--- config.mk ---
export PLATFORM = sky130hd
export DESIGN_NAME = pwm_multi_flat
export DESIGN_NICKNAME = d
export VERILOG_FILES = /design/src/rtl/pwm_multi_if.sv /design/src/rtl/pwm_multi.sv /design/src/flat_wrapper.sv
export SDC_FILE = /design/constraint.sdc
export NUM_CORES = 1
export LEC_CHECK = 0
export CORE_ASPECT_RATIO = 0.9
export CORE_MARGIN = 1.5
export CORE_UTILIZATION = 55
export CTS_CLUSTER_DIAMETER = 150
export DETAILED_ROUTE_END_ITERATION = 8
export HOLD_SLACK_MARGIN = 0.03
export PLACE_DENSITY = 0.75
export SLEW_MARGIN = 10
export SYNTH_ARGS = -nofsm -noshare
export SYNTH_HDL_FRONTEND = slang
export SYNTH_SLANG_ARGS = --single-unit
--- constraint.sdc ---
create_clock -name clk -period 3.1 [get_ports clk]
set_input_delay 0.465 -clock clk [delete_from_list [all_inputs] [get_ports clk]]
set_output_delay 0.465 -clock clk [all_outputs]
set_load 0.005 [all_outputs]
--- src/rtl/pwm_multi_if.sv ---
// Duty-register write port of pwm_multi: a one-cycle strobe with a channel
// index and the new duty value.
interface pwm_multi_if #(
  parameter int WIDTH    = 8,
  parameter int CHANNELS = 3,
  parameter int SEL_W    = (CHANNELS > 1) ? $clog2(CHANNELS) : 1
);
  logic             duty_wr;
  logic [SEL_W-1:0] duty_sel;
  logic [WIDTH-1:0] duty_in;

  modport master (output duty_wr, duty_sel, duty_in);
  modport slave  (input  duty_wr, duty_sel, duty_in);
endinterface

--- src/rtl/pwm_multi.sv ---
// Multi-channel PWM: one shared prescaled counter (sawtooth or triangle)
// drives CHANNELS comparators with double-buffered duty registers.
module pwm_multi #(
  parameter int WIDTH      = 8,
  parameter int CHANNELS   = 3,
  parameter int PRESCALE_W = 8,
  parameter int SEL_W      = (CHANNELS > 1) ? $clog2(CHANNELS) : 1
) (
  input  logic                  clk,
  input  logic                  nrst,
  input  logic                  en,
  input  logic [PRESCALE_W-1:0] prescale,
  input  logic                  center_mode,
  pwm_multi_if.slave            duty_bus,
  output logic [CHANNELS-1:0]   pwm_out,
  output logic                  period_start
);

  typedef enum logic {DIR_DOWN = 1'b0, DIR_UP = 1'b1} dir_t;

  localparam logic [SEL_W:0] NUM_CH = CHANNELS[SEL_W:0];

  logic [PRESCALE_W-1:0] pre_cnt, pre_nxt;
  logic [WIDTH-1:0]      cnt, cnt_nxt;
  dir_t                  dir, dir_nxt;
  logic                  mode_q;
  logic                  en_q;
  logic                  tick, start, boundary, load;
  logic [WIDTH-1:0]      shadow_duty [CHANNELS];
  logic [WIDTH-1:0]      active_duty [CHANNELS];

  // The enable-rising cycle is spent at cnt = 0 so that period_start lines up
  // with the first count of the restarted period.
  always_comb begin
    start    = en && !en_q;
    tick     = en && en_q && (pre_cnt >= prescale);
    pre_nxt  = pre_cnt;
    cnt_nxt  = cnt;
    dir_nxt  = dir;
    if (!en) begin
      pre_nxt = '0;
      cnt_nxt = '0;
      dir_nxt = DIR_UP;
    end else if (tick) begin
      pre_nxt = '0;
      if (!mode_q) begin
        cnt_nxt = cnt + 1'b1;
        dir_nxt = DIR_UP;
      end else if (dir == DIR_UP) begin
        cnt_nxt = cnt + 1'b1;
        if (cnt_nxt == '1) dir_nxt = DIR_DOWN;
      end else begin
        cnt_nxt = cnt - 1'b1;
        if (cnt_nxt == '0) dir_nxt = DIR_UP;
      end
    end else if (!start) begin
      pre_nxt = pre_cnt + 1'b1;
    end
    boundary = tick && (cnt_nxt == '0);
    load     = !en || start || boundary;
  end

  always_ff @(posedge clk or negedge nrst) begin
    if (!nrst) begin
      pre_cnt      <= '0;
      cnt          <= '0;
      dir          <= DIR_UP;
      mode_q       <= 1'b0;
      en_q         <= 1'b0;
      period_start <= 1'b0;
      pwm_out      <= '0;
      for (int unsigned i = 0; i < CHANNELS; i++) begin
        shadow_duty[i] <= '0;
        active_duty[i] <= '0;
      end
    end else begin
      pre_cnt      <= pre_nxt;
      cnt          <= cnt_nxt;
      dir          <= dir_nxt;
      en_q         <= en;
      period_start <= boundary || start;
      if (load) begin
        mode_q <= center_mode;
        for (int unsigned i = 0; i < CHANNELS; i++)
          active_duty[i] <= shadow_duty[i];
      end
      if (duty_bus.duty_wr && ({1'b0, duty_bus.duty_sel} < NUM_CH))
        shadow_duty[duty_bus.duty_sel] <= duty_bus.duty_in;
      for (int unsigned i = 0; i < CHANNELS; i++)
        pwm_out[i] <= en && (cnt < active_duty[i]);
    end
  end

endmodule

--- src/flat_wrapper.sv ---
// flat-port wrapper written by rule: the top's interface ports become plain ports
module pwm_multi_flat 
#(
  parameter int WIDTH      = 8,
  parameter int CHANNELS   = 3,
  parameter int PRESCALE_W = 8,
  parameter int SEL_W      = (CHANNELS > 1) ? $clog2(CHANNELS) : 1
)
  (clk, nrst, en, prescale, center_mode, pwm_out, period_start, duty_bus_duty_wr, duty_bus_duty_sel, duty_bus_duty_in);
  pwm_multi_if #(.WIDTH(WIDTH), .CHANNELS(CHANNELS), .SEL_W(SEL_W)) duty_bus_i ();
  input  logic clk;
  input  logic nrst;
  input  logic en;
  input  logic [PRESCALE_W-1:0] prescale;
  input  logic center_mode;
  output logic [CHANNELS-1:0] pwm_out;
  output logic period_start;
  input wire logic [$bits(duty_bus_i.duty_wr)-1:0] duty_bus_duty_wr;
  input wire logic [$bits(duty_bus_i.duty_sel)-1:0] duty_bus_duty_sel;
  input wire logic [$bits(duty_bus_i.duty_in)-1:0] duty_bus_duty_in;
  assign duty_bus_i.duty_wr = duty_bus_duty_wr;
  assign duty_bus_i.duty_sel = duty_bus_duty_sel;
  assign duty_bus_i.duty_in = duty_bus_duty_in;
  pwm_multi #(.WIDTH(WIDTH), .CHANNELS(CHANNELS), .PRESCALE_W(PRESCALE_W), .SEL_W(SEL_W)) u_core (.clk(clk), .nrst(nrst), .en(en), .prescale(prescale), .center_mode(center_mode), .duty_bus(duty_bus_i), .pwm_out(pwm_out), .period_start(period_start));
endmodule
**Yosys cells after proc, flatten, opt, wreduce, memory -nomap -nowiden**

Cells that the tools add are included.

- Register bits: 71
- Bits in latches: 0
- Bits in writable memories: 0
- ROM bits: 0
- Input port bits: 23
- Memories kept: 0

- Add/sub/neg operators: 3
- $mul: 0
- Divide/modulo/power cells: 0
- Magnitude comparators: 7
- Equality and inequality tests: 3
- Shift operators: 0
- Multiplexer cells: 16
- Bitwise gates (word level): 1
- Reduce and logical (&&, ||, !) cells: 16

Operator list:

| operator | count |
|---|---|
| two-way mux 8 bit | 8 |
| bitwise mux 24 bit | 1 |
| < comparator 8 bit | 3 |
| adder 8 x 1 -> 8 bit, second input constant | 2 |
| demux 8 bit (select 2 bit) | 1 |
| logical NOT 8 bit | 2 |
| logical AND 1 bit | 9 |
| equality test 8 bit, second input constant | 1 |
| greater-or-equal comparator 8 bit | 1 |
| subtractor 8 x 1 -> 8 bit, second input constant | 1 |
| two-way mux 1 bit | 6 |
| greater-or-equal comparator 3 bit, second input constant | 1 |
| logical OR 1 bit | 3 |
| < comparator 3 x 1 -> 1 bit, second input constant | 1 |
| inequality test 3 x 2 -> 1 bit, second input constant | 1 |
| NOT 2 -> 3 bit | 1 |
| logical NOT 1 bit | 2 |
| < comparator 2 bit, second input constant | 1 |
| inequality test 2 x 1 -> 1 bit, second input constant | 1 |

**Depth between registers and ports, before layout**

Gate-level depths: netlist of the first run.

- Depth after elaboration: 8
- Gate-level depth with buffers: 10
- Mapped depth without buffers: 9

**Worst setup path before layout of the first run**

No wires, ideal clock.

- Path type: input to register
- Start: input prescale[0]
- End: register u_core.active_duty[0] in the netlist's numbering
- Library setup time: 0.125 ns
- Arrival: 2.497 ns
- Required time: 2.975 ns
- Path slack: 0.477 ns
- Cell stages on the path: 9
- Path through: ha_1 -> nand2b_4 -> a2111oi_4 -> nor2_2 -> a41oi_4 -> nor4_4 -> a21oi_4 -> buf_6 -> mux2_4

- Longest elaborated chain between the ends: 7

Ends and longest elaborated chain:

| what | RTL line | text |
|---|---|---|
| from (decl) | flat_wrapper.sv:14 | `input logic [PRESCALE_W-1:0] prescale;` |
| greater-or-equal comparator 8 bit (*) | pwm_multi.sv:36 | `tick = en && en_q && (pre_cnt >= prescale);` |
| logical AND 1 bit (*) | pwm_multi.sv:36 |  |
| two-way mux 8 bit | pwm_multi.sv:44 | `end else if (tick) begin` |
| two-way mux 8 bit | pwm_multi.sv:40 | `if (!en) begin` |
| logical NOT 8 bit | pwm_multi.sv:59 | `boundary = tick && (cnt_nxt == '0);` |
| logical AND 1 bit (*) | pwm_multi.sv:59 |  |
| logical OR 1 bit (*) | pwm_multi.sv:60 | `load = !en \|\| start \|\| boundary;` |
| to (signal, indexed assignment) | pwm_multi.sv:85 | `active_duty[i] <= shadow_duty[i];` |
| to (decl) | pwm_multi.sv:30 | `logic [WIDTH-1:0] active_duty [CHANNELS];` |

Every way passes the cells marked *; elsewhere a longest branch is shown, timed or not.
A chain may end at the register's enable or synchronous reset.

**Worst setup path after layout of the first run**

- Start: register u_core.cnt[0]
- End: register u_core.active_duty[19] in the netlist's numbering

- Longest elaborated chain between the ends: 8

Ends and longest elaborated chain:

| what | RTL line | text |
|---|---|---|
| from (decl) | pwm_multi.sv:24 | `logic [WIDTH-1:0] cnt, cnt_nxt;` |
| from (signal assigned) | pwm_multi.sv:78 | `cnt <= cnt_nxt;` |
| subtractor 8 x 1 -> 8 bit / adder 8 x 1 -> 8 bit (equally long branches) | pwm_multi.sv:53, pwm_multi.sv:47, pwm_multi.sv:50 |  |
| two-way mux 8 bit | pwm_multi.sv:49 | `end else if (dir == DIR_UP) begin` |
| two-way mux 8 bit | pwm_multi.sv:46 | `if (!mode_q) begin` |
| two-way mux 8 bit (*) | pwm_multi.sv:44 |  |
| two-way mux 8 bit (*) | pwm_multi.sv:40 |  |
| logical NOT 8 bit (*) | pwm_multi.sv:59 |  |
| logical AND 1 bit (*) | pwm_multi.sv:59 |  |
| logical OR 1 bit (*) | pwm_multi.sv:60 |  |

Marked as above.

==> impl_metrics.yaml, run 1 <==
outcome:
  status: "finished, final reports clean"
synth:
  synthesis.area_sq_mm: 0.00404
  synth_fp_nets: 409
  synthDistinctLibCells: 50
  ys_top_cells_by_area: "dfrtp_1, ha_1, mux2_2, mux2_4, inv_1"
  synth-seq-cells: 71
  avgSynthCellArea_sq_um: 11.5
  synth_top_area_share_pct: 43.3
  synth.largest_area_cell: "dfrtp_1"
  synthArstFlopShare_pct: 100
  syn_inst: 352
  synth_edf_count: 0
  yosysSeqAreaShare_pct: 44.0
  yosys_warnings: 0
  ys.flop_type: "dfrtp_1"
sta:
  setup_violations: 0
  tightest_slew_ns: 0.780
  maxSlewViolCount: 0
  finClkSkew_ns: 0.0130
  fmax_ghz: 0.374
  relSlewSlack_pct: 48.0
  hold_slack_ns: 0.185
  rsz0062_at_grt: "false"
  finalHoldViolCount: 0
  post-route-period-util_pct: 86.3
  setup_ws_ns: 0.424
  tns_ns: 0
  fin_crit_ns: 2.68
detailed_routing:
  drc_errors: 0
  dr_total_vias: 2648
  wirelength_um: 7310
  firstDrtPassIters: 4
  viasPerCell: 5.47
  postRouteAntennaNets: 0
  wire_per_inst_um: 15.1
  drt_iter0_markers: 125
worst_setup_path:
  ff2ff_path_depth: 9
  path_class: "flip-flop to flip-flop"
  worstReg2RegStart: "u_core.cnt[0]$_DFF_PN0_"
  setup.worst_path.end_class: "flip-flop"
  cp_slowest_cell: "dfrtp_1"
  path_max_fanout: 25
  path_cells: "inv_1 > ha_1 > and2_1 > a22o_1 > xor2_1 > nor4_4 > a21oi_4 > buf_12 > mux2_2"
  cp-start-kind: "flip-flop"
  critPathRequiredTime_ns: 3.33
  cp_top_family: "flip-flops"
  crit_buf_inv: 2
  slowest_delay_ns: 0.56
  timing.rr.end: "u_core.active_duty[19]$_DFFE_PN0P_"
  r2r_slack_ns: 0.42
  cp.arrival_ns: 2.91
worst_hold_path:
  hold_path_class: "primary input to async pin"
floorplan:
  die_x_um: 93.4
  start_util_pct: 57.1
  die_h_um: 84.3
  placement_rows: 29
  num_io_pins: 27
  core-area_sq_mm: 0.00708
  die_area_sq_mm: 0.00787
clock_network:
  cts_resized: 0
  cts_hold_buffers: 0
  numCtsBuffers: 9
  clock_sinks: 71
  cts_tree: "done"
  htreeDepth: 3
  cts_setup_buffers: 0
  clock_path_buffers: 2
  clk_pin_slew_ns: 0.08
  clockRootBuffer: "clkbuf_8"
  clkLatencyLatePin_ns: 0.35
power:
  power.density_mw_per_mm2: 497
  ir_worst_vdd_v: 0.000306
  p_leak_nw: 2.22
layout:
  area_growth_pct: 14.4
  antenna_cells: 0
  fin_area_sq_mm: 0.00462
  drive_gt1_share_pct: 20.7
  post-route-util_pct: 65.4
  fin_nets: 444
run:
  cap_violations: 0
grt:
  grt_pass1_vias: 2660
  grt_max_degree: 40
  grt_pass1_wl_um: 12700
  grt_usage_pct: 21.0
  overflow: 0
  antenna_found_initial: 0
placed_design:
  port_buffers: 26
  placed_area_sq_mm: 0.00443
  post-place-ws_ns: 0.0770
  gp_congestion: 0.869
  dp_hpwl_um: 5380
==> final cells by class <==
type	count	area (sq um)
timing repair buffer	34	340
inverter	39	146
fill	554	2450
tap	93	116
multi-input combinational	232	2050
clock buffer	9	124
clock inverter	6	71.3
sequential	71	1780
==> sequential cells by signal, indices dropped and copies added, names as in the netlist <==
register,count
u_core.active_duty,24
u_core.cnt,8
u_core.dir,1
u_core.en_q,1
u_core.mode_q,1
u_core.period_start,1
u_core.pre_cnt,8
u_core.pwm_out,3
u_core.shadow_duty,24
==> report_power, final <==
group	leakage, nW	switching, W	total (W)	internal, W
Sequential	0.869	0.0000869	0.00115	0.00107
Clock	0.0919	0.000354	0.000726	0.000372
Combinational	1.26	0.000164	0.000420	0.000256
==> Yosys cell counts, types with 2 or more instances <==
| cell type | n |
|---|---|
| dfrtp_1 | 70 |
| inv_1 | 39 |
| ha_1 | 34 |
| mux2_2 | 30 |
| mux2_4 | 20 |
| nand2_1 | 17 |
| nor2_1 | 15 |
| a21oi_1 | 12 |
| a21o_1 | 10 |
| xor2_1 | 10 |
| nor3_1 | 9 |
| xnor2_1 | 8 |
| o21ai_0 | 7 |
| and3_1 | 5 |
| buf_2 | 5 |
| nand2b_1 | 4 |
| nand3_1 | 4 |
| nand4_1 | 4 |
| nor4_1 | 4 |
| o311ai_0 | 4 |
| buf_6 | 3 |
| o21a_1 | 3 |
| or4_1 | 3 |
| a31oi_1 | 2 |
| mux2i_1 | 2 |
| nand3b_1 | 2 |
| o22ai_1 | 2 |
| o31ai_1 | 2 |
==> cell families (layout without fill, tap and decap cells) <==
group / after synthesis / in the layout / synth area share (%)
AND/OR/NAND/NOR: 76 / 76 / 10.2
buffers and inverters: 49 / 88 / 5.35
XOR/XNOR: 18 / 18 / 3.90
multiplexers: 52 / 52 / 16.3
flip-flops: 71 / 71 / 44.0
adder cells (fa/ha/maj): 34 / 34 / 10.5
AO/OA/AOI/OAI: 52 / 52 / 9.72
==> per-stage QoR <==
| step | instances | power [W] |
|---|---|---|
| detailed placement | 469 | 0.00160 |
| CTS | 484 | 0.00233 |
| global route | 484 | 0.00244 |
| finish | 484 | 0.00230 |
| floorplan | 352 | 0.00145 |
| global placement | 469 | 0.00157 |
==> worst max-delay path by stage <==
stage,startpoint,end,slack [ns],cells after the start
2_1_floorplan,prescale[0],u_core.active_duty[0]$_DFFE_PN0P_,0.48,9
3_3_place_gp,prescale[0],u_core.active_duty[19]$_DFFE_PN0P_,0.11,10
3_5_place_dp,prescale[0],u_core.active_duty[16]$_DFFE_PN0P_,0.08,10
4_1_cts,u_core.cnt[0]$_DFF_PN0_,u_core.active_duty[16]$_DFFE_PN0P_,0.42,9
5_1_grt,u_core.cnt[0]$_DFF_PN0_,u_core.active_duty[16]$_DFFE_PN0P_,0.28,9
6_report,u_core.cnt[0]$_DFF_PN0_,u_core.active_duty[19]$_DFFE_PN0P_,0.42,9
==> layer usage <==
layer	global-route usage [%]	wire length [um]	part of all wire, %	up-vias
met3	4.89	253	3.5	5
li1	-	-	-	1315
met2	33.1	3550	49	45
met4	7.85	69	0.94	0
met1	28.1	3440	47	1283
met5	0	0	0	-
==> layout by cell type, fill, tap and decap left out, types with 3 or more instances in the layout <==
cell              n
dfrtp_1          70
a21oi_1          12
xnor2_1           8
nor3_1            9
o21a_1            3
nand2b_1          4
mux2_2           30
nand2_1          17
clkdlybuf4s50_1  25
and3_1            5
buf_4             6
a21o_1           10
nand4_1           4
o21ai_0           7
o311ai_0          4
nor2_1           15
ha_1             34
inv_1            39
nand3_1           4
xor2_1           10
clkbuf_8          9
mux2_4           20
or4_1             3
nor4_1            4
Note: power is estimated with default switching activity, not from simulation.
==> run 2, diff against run 1 <==
--- a/config.mk
+++ b/config.mk
@@ -13,3 +13,3 @@
 export HOLD_SLACK_MARGIN = 0.03
-export PLACE_DENSITY = 0.75
+export PLACE_DENSITY_LB_ADDON = 0.12
 export SLEW_MARGIN = 10
--- a/constraint.sdc
+++ b/constraint.sdc
@@ -3,2 +3,2 @@
 set_output_delay 0.465 -clock clk [all_outputs]
-set_load 0.005 [all_outputs]
+set_load 0.01 [all_outputs]
==> impl_metrics.yaml, run 2 (synthesis results as in run 1) <==
floorplan:
  die_h_um: 84.3
  num_io_pins: 27
  die_area_sq_mm: 0.00787
  start_util_pct: 57.1
  die_x_um: 93.4
  placement_rows: 29
  core-area_sq_mm: 0.00708
layout:
  largestRegisters: "u_core.active_duty x24, u_core.shadow_duty x24"
  final_cell_mix: "dfrtp_1, inv_1, ha_1, mux2_2, clkdlybuf4s50_1"
  antenna_cells: 0
  fin_nets: 447
  drive_gt1_share_pct: 21.3
  layout_commonest_cell: "dfrtp_1"
  final_cells: 488
  area_growth_pct: 15.1
power:
  p_leak_nw: 2.24
  ir_worst_vdd_v: 0.000383
  power.density_mw_per_mm2: 491
detailed_routing:
  wirelength_um: 7470
  dr_total_vias: 2648
  postRouteAntennaNets: 0
  drt_iter0_markers: 108
  drc_errors: 0
  firstDrtPassIters: 4
  viasPerCell: 5.43
  wire_per_inst_um: 15.3
sta:
  finalHoldViolCount: 0
  maxSlewViolCount: 0
  setup_violations: 0
  fin_crit_ns: 2.66
  relSlewSlack_pct: 44.2
  finClkSkew_ns: 0.0104
  tns_ns: 0
  fmax_ghz: 0.375
  tightest_slew_ns: 0.838
  rsz0062_at_grt: "false"
  post-route-period-util_pct: 86.0
placed_design:
  dpl.cell_count: 472
  port_buffers: 26
  dp_hpwl_um: 5570
  gp_congestion: 0.831
worst_setup_path:
  setup.worst_path.end_class: "flip-flop"
  cp.arrival_ns: 2.89
  cp-start-kind: "primary input"
  path_max_fanout: 13
  critPathRequiredTime_ns: 3.33
  path_class: "primary input to flip-flop"
run:
  cap_violations: 0
clock_network:
  clock_sinks: 71
  cts_resized: 0
  clock_path_buffers: 2
  numCtsBuffers: 9
  cts_setup_buffers: 0
  clockRootBuffer: "clkbuf_8"
  htreeDepth: 3
  clkLatencyLatePin_ns: 0.35
  cts_tree: "done"
  clk_pin_slew_ns: 0.08
  cts_hold_buffers: 0
worst_hold_path:
  hold_path_class: "primary input to async pin"
grt:
  antenna_found_initial: 0
  grt_pass1_wl_um: 13300
  grt_max_degree: 38
  overflow: 0
  grt_pass1_vias: 2726
  grt_usage_pct: 21.9
outcome:
  status: "finished, final reports clean"
run 2: cell count changes in the layout (fill, tap and decap cells not counted):
cell / delta
inv_6: -1
clkinv_2: +3
buf_12: +1
clkinv_4: -1
clkinvlp_4: -1
clkbuf_1: +1
buf_4: +2
run 2: power by group:
group | internal, W | switching, W | leakage [nW]
logic | 0.000259 | 0.000171 | 1.28
registers | 0.00107 | 0.0000767 | 0.869
clock network | 0.000369 | 0.000339 | 0.0960
run 2: per-layer routing:
layer / wire length (um) / global-route usage (%) / share of wire, %
met5: 0 / 0 / 0
met4: 80 / 5.79 / 1.1
met3: 283 / 5.98 / 3.8
met2: 3420 / 33.7 / 46
met1: 3690 / 30.5 / 49
run 2: final timing paths:
| path | start | end | slack [ns] | cells past startpoint |
|---|---|---|---|---|
| max reg2reg | u_core.cnt[1]$_DFF_PN0_ | u_core.active_duty[16]$_DFFE_PN0P_ | 0.44 | 9 |
| min in group clk | u_core.shadow_duty[23]$_DFFE_PN0P_ | u_core.active_duty[23]$_DFFE_PN0P_ | 0.50 | 1 |
| max in group asynchronous | nrst | u_core.dir$_DFFE_PN1P_ | 2.16 | 2 |
| min | nrst | u_core.shadow_duty[2]$_DFFE_PN0P_ | 0.21 | 1 |
| max | prescale[0] | u_core.active_duty[16]$_DFFE_PN0P_ | 0.44 | 10 |
| min reg2reg | u_core.shadow_duty[23]$_DFFE_PN0P_ | u_core.active_duty[23]$_DFFE_PN0P_ | 0.50 | 1 |
run 2: final cells by class:
cell class / instances / area, sq um
Clock buffer: 10 / 128
Multi-Input combinational cell: 232 / 2050
Clock inverter: 6 / 61.3
Sequential cell: 71 / 1780
Fill cell: 575 / 2420
Inverter: 39 / 146
Timing Repair Buffer: 37 / 375
Tap cell: 93 / 116
run 2: through the flow:
step	hold slack (ns)	power (W)	utilization [%]	area (sq um)	worst slack, ns
after floorplan	0.169	0.00145	-	4040	0.477
after CTS	0.217	0.00232	65.8	4650	0.430
after detailed placement	0.489	0.00160	63.1	4460	0.0664
final	0.210	0.00228	65.8	4650	0.436
after global routing	0.267	0.00241	65.8	4650	0.321
after global placement	0.479	0.00158	63.1	4460	0.107
run 2: critical path: stages:
cell             delay [ns]
clkdlybuf4s50_1        0.40
ha_1                   0.29
nand2b_4               0.15
a2111oi_4              0.37
nor2_2                 0.10
a41oi_4                0.26
nor4_4                 0.09
a21oi_4                0.23
buf_12                 0.19
mux2_2                 0.34
